$ cat src/rtl/register_alarm_clock_pkg.sv
// rtl/register_alarm_clock_pkg.sv - shared BCD time types and limits for the alarm-clock subsystem
package register_alarm_clock_pkg;

  typedef logic [3:0] bcd_t;

  localparam bcd_t MAX_MS_MIN      = 4'd5;
  localparam bcd_t MAX_DIGIT       = 4'd9;
  localparam bcd_t MAX_MS_HR       = 4'd1;
  localparam bcd_t MAX_LS_HR_TEENS = 4'd2;

  // 17-bit alarm time, shared with the comparator and display paths
  typedef struct packed {
    bcd_t ms_hr;
    bcd_t ls_hr;
    bcd_t ms_min;
    bcd_t ls_min;
    logic am;
  } alarm_time_t;

endpackage

$ cat src/rtl/register_alarm_clock_bcd_time_validator.sv
// rtl/register_alarm_clock_bcd_time_validator.sv - combinational 12-hour BCD time check (01:00..12:59)
module bcd_time_validator
  import register_alarm_clock_pkg::*;
(
  input  bcd_t i_ms_hr,
  input  bcd_t i_ls_hr,
  input  bcd_t i_ms_min,
  input  bcd_t i_ls_min,
  output logic o_valid
);

  logic w_min_ok;
  logic w_hr_single;
  logic w_hr_teens;

  assign w_min_ok    = (i_ms_min <= MAX_MS_MIN) && (i_ls_min <= MAX_DIGIT);
  // Hours 01..09 need a non-zero units digit; 10..12 cap the units digit at 2
  assign w_hr_single = (i_ms_hr == 4'd0) && (i_ls_hr != 4'd0) && (i_ls_hr <= MAX_DIGIT);
  assign w_hr_teens  = (i_ms_hr == MAX_MS_HR) && (i_ls_hr <= MAX_LS_HR_TEENS);
  assign o_valid     = w_min_ok && (w_hr_single || w_hr_teens);

endmodule

$ cat src/rtl/register_alarm_clock.sv
// rtl/register_alarm_clock.sv - alarm time register with validated atomic load and reject pulse
module register_alarm_clock
  import register_alarm_clock_pkg::*;
#(
  parameter logic [3:0] RST_MS_HR  = 4'd1,
  parameter logic [3:0] RST_LS_HR  = 4'd2,
  parameter logic [3:0] RST_MS_MIN = 4'd0,
  parameter logic [3:0] RST_LS_MIN = 4'd0,
  parameter logic       RST_AM     = 1'b1
) (
  input  logic       clock,
  input  logic       reset_a,
  input  logic [3:0] new_current_alarm_ls_min,
  input  logic [3:0] new_current_alarm_ms_min,
  input  logic [3:0] new_current_alarm_ls_hr,
  input  logic [3:0] new_current_alarm_ms_hr,
  input  logic       new_current_alarm_am,
  input  logic       load_new_a,
  output logic [3:0] current_alarm_ls_min,
  output logic [3:0] current_alarm_ms_min,
  output logic [3:0] current_alarm_ls_hr,
  output logic [3:0] current_alarm_ms_hr,
  output logic       current_alarm_am,
  output logic       load_err
);

  alarm_time_t w_cand;
  alarm_time_t r_alarm;
  logic        w_valid;
  logic        r_load_err;

  assign w_cand = '{ms_hr:  new_current_alarm_ms_hr,
                    ls_hr:  new_current_alarm_ls_hr,
                    ms_min: new_current_alarm_ms_min,
                    ls_min: new_current_alarm_ls_min,
                    am:     new_current_alarm_am};

  bcd_time_validator u_validator (
    .i_ms_hr  (w_cand.ms_hr),
    .i_ls_hr  (w_cand.ls_hr),
    .i_ms_min (w_cand.ms_min),
    .i_ls_min (w_cand.ls_min),
    .o_valid  (w_valid)
  );

  // All five fields move in one register write so downstream never sees a torn time
  always_ff @(posedge clock or negedge reset_a) begin
    if (!reset_a) begin
      r_alarm    <= '{ms_hr: RST_MS_HR, ls_hr: RST_LS_HR, ms_min: RST_MS_MIN,
                      ls_min: RST_LS_MIN, am: RST_AM};
      r_load_err <= 1'b0;
    end else begin
      r_load_err <= load_new_a && !w_valid;
      if (load_new_a && w_valid) begin
        r_alarm <= w_cand;
      end
    end
  end

  assign current_alarm_ms_hr  = r_alarm.ms_hr;
  assign current_alarm_ls_hr  = r_alarm.ls_hr;
  assign current_alarm_ms_min = r_alarm.ms_min;
  assign current_alarm_ls_min = r_alarm.ls_min;
  assign current_alarm_am     = r_alarm.am;
  assign load_err             = r_load_err;

endmodule

$ cat config.mk
export PLATFORM = sky130hd
export DESIGN_NAME = register_alarm_clock
export DESIGN_NICKNAME = d
export VERILOG_FILES = /design/src/rtl/register_alarm_clock_pkg.sv /design/src/rtl/register_alarm_clock_bcd_time_validator.sv /design/src/rtl/register_alarm_clock.sv
export SDC_FILE = /design/constraint.sdc
export NUM_CORES = 1
export LEC_CHECK = 0
export ABC_AREA = 1
export CAP_MARGIN = 20
export CORE_ASPECT_RATIO = 0.75
export CORE_MARGIN = 2
export CORE_UTILIZATION = 39
export CTS_CLUSTER_DIAMETER = 100
export DETAILED_ROUTE_END_ITERATION = 16
export PLACE_DENSITY = 0.84
export SYNTH_ARGS = -nofsm -noshare
export SYNTH_HDL_FRONTEND = slang
export SYNTH_SLANG_ARGS = --single-unit
$ cat constraint.sdc
create_clock -name clock -period 0.8 [get_ports clock]
set_input_delay 0.16 -clock clock [delete_from_list [all_inputs] [get_ports clock]]
set_output_delay 0.16 -clock clock [all_outputs]
set_load 0.005 [all_outputs]
==> flow_summary.yaml <==
logic_synthesis:
  ys_seq_elements: 18
  synth_area_leaders: "dfrtp_1, nand2_1, nand4_1"
  yosysWarningCount: 0
  post_synth_inst_count: 92
  yosys.cell_types.count: 15
  synth_top_cell_area_share: 0.462
  yosysSeqAreaShare: 0.558
  post_synth_instance_area_um2: 813
  netlist.top_cell.by_area: "dfrtp_1"
  syn-mean-instance-area_um2: 8.84
  synth.net_count: 112
drt:
  routed_wire_length_per_instance_um: 16.9
  topmost_layer_with_routed_signal_wires: "met4"
  first_iter_violations: 23
  drt_first_pass_iters: 4
  wl_um: 3080
  antenna_violating_nets_post_route: 0
  routed-wl-met3_um: 231
  detail_route.drc_violations: 0
  vias_per_cell: 5.27
  route.vias.total: 960
  routed-wl-met2_um: 1570
  wl_met1_um: 1170
clocking:
  cts_htree_levels: 1
  cts_made_buffers: 3
  clock_latency_ns: 0.31
  ctsRootBufferMaster: "clkbuf_4"
  tritoncts: "built"
  hold_buffers: 0
  clock_sink_count: 18
  worst_setup_hold_path_clk_slew_ns: 0.11
  ctsLongestPathBuffers: 2
power:
  power.static_leakage_nw: 0.808
  totalPowerFinal_w: 0.00226
  vdd.ir_drop.worst_uv: 1320
  power-per-cell-area_nw_per_um2: 1490
floorplanning:
  floorplan.die.width_um: 56.7
  initial_core_util: 0.411
  rows: 14
  floorplan.die.height_um: 43.5
  floorplan.core_area_um2: 1980
  die_area_um2: 2470
  number_of_placed_i_o_pins: 38
setup_path:
  cp.buffers_inverters: 1
  worst_ep_required_time_ns: 0.64
  critical_path.max_stage_delay_ns: 0.56
  cp_cell_sequence: "buf_2"
  worst_setup_path_start_kind: "register"
  worst_ep_arrival_time_ns: 0.98
  timing.critical_path.slowest_stage_cell: "dfstp_2"
  cpLargestDelayFamily: "flip-flops"
  critPathKind: "reg -> out"
  timing.critical_path.to_type: "output port"
  timing.critical_path.fanout_max: 2
  timing.reg2reg.setup_slack_ns: -0.03
timing:
  hold_violations: 0
  period_minus_slack_ns: 1.14
  max_freq_ghz: 0.876
  finalClockSkew_ns: 0
  maxSlewViolCount: 0
  rsz0062_at_grt: "yes"
  post-route-period-util: 1.43
  finalSetupViolCount: 32
  final_critical_path_setup_slack_ns: -0.342
  measured_slew_at_the_worst_slew_check_pin_ns: 0.412
  slew_headroom: 0.725
  setup_total_negative_slack_ns: -4.43
placement:
  port_buffers: 37
  gpl.final_weighted_congestion: 0.808
  placed_inst_area_um2: 1350
  hpwlAfterDp_um: 1700
global_route:
  grt_pass1_vias: 947
  wire_length_of_the_first_global_routing_pass_um: 4360
  global_route.usage.total: 0.240
  grt-ovfl-total: 0
  grt_max_degree: 19
  antenna_violations_before_repair: 0
layout:
  area.growth.synth_to_final_pct: 86.0
  fin_nets: 179
  post-route-util: 0.764
  antenna_cells: 0
  final_std_cell_area_no_fill_um2: 1510
  drive_gt1_frac: 0.639
worst_hold_path:
  hold_path_class: "in -> reg"
status:
  run_status: "finished, violations left"
  violations: "setup timing"
job:
  maxCapViolations: 0
[cells in the final DEF (no fill, tap or decap), types with 2 or more instances in the layout]
| master | count |
|---|---|
| buf_4 | 19 |
| buf_2 | 21 |
| inv_8 | 2 |
| nand2_2 | 17 |
| nor2_4 | 2 |
| dfstp_2 | 3 |
| clkbuf_4 | 3 |
| buf_6 | 14 |
| clkdlybuf4s50_1 | 4 |
| buf_12 | 2 |
| nand2_1 | 19 |
| nand3_4 | 3 |
| nor2_2 | 3 |
| dfrtp_1 | 15 |
| inv_2 | 5 |
| nand4_1 | 14 |
[worst paths after layout]
| path | from | end | depth (start not counted) |
|---|---|---|---|
| setup / recovery | current_alarm_am | current_alarm_am | 1 |
| max in group asynchronous | reset_a | current_alarm_ms_hr[0] | 2 |
| hold / removal | new_current_alarm_ms_hr[0] | current_alarm_ms_hr[0] | 3 |
| hold reg to reg | current_alarm_ls_hr[1] | current_alarm_ls_hr[1] | 2 |
| setup reg to reg | current_alarm_ms_hr[2] | current_alarm_ms_hr[2] | 4 |
| min in group asynchronous | reset_a | current_alarm_ms_hr[3] | 2 |
[layer usage]
layer | up-vias | GRT usage
li1 | 435 | -
met1 | 454 | 0.276
met2 | 58 | 0.442
met3 | 13 | 0.0478
met4 | 0 | 0.107
met5 | - | 0
[state kept, by name, summed over array words and instances (netlist names)]
register              cells
current_alarm_ls_hr       4
current_alarm_ls_min      4
current_alarm_ms_hr       4
current_alarm_ms_min      4
current_alarm_am          1
load_err                  1
[synth_stat cells]
cell type,n
nor2_4,1
a21boi_0,1
inv_1,8
nand4_1,14
o21ai_1,2
dfrtp_1,15
clkbuf_1,1
buf_4,2
nand2_2,1
buf_6,1
nand3_1,1
dfstp_2,3
nand2_1,36
nor2_1,5
nand3_4,1
[power breakdown]
group          total (W)  switching, W  internal [W]
combinational   0.000604      0.000274      0.000330
sequential       0.00107     0.0000574       0.00101
clock           0.000585      0.000307      0.000278
total            0.00226      0.000638       0.00162
[tightest hold or removal path, delay by kind of cell]
kind                   cells  cell delay, ns
buffers and inverters      1            0.11
AND/OR/NAND/NOR            2            0.12
[area by class of cell]
type	instances	area (um^2)
timing repair buffer	64	531
fill	127	467
sequential	18	454
multi-input combinational	64	417
inverter	8	45.0
clock buffer	4	36.3
tap	24	30.0
[through the flow]
stage               hold WS, ns  setup slack (ns)  std cells
finish                   0.0831            -0.342        182
detailed placement        0.457            -0.789        167
global placement          0.456            -0.742        167
floorplan                -0.136            -0.168         92
CTS                      0.0904            -0.311        177
global route             0.0831            -0.367        182
[timing repair]
action | in CTS | in global routing
setup buffers | 4 | 8
cloned | 2 | 0
resized for setup | 152 | 27
setup endpoints to repair | 36 | 36
pin swaps | 19 | 17
[cells by family after synthesis]
group                  Yosys count  share of synthesized area
AOI/OAI and AO/OA                3                     0.0215
buffers and inverters           12                     0.0738
DFF                             18                      0.558
and+or+nand+nor                 59                      0.346
Power figures use the tool's default switching activity.
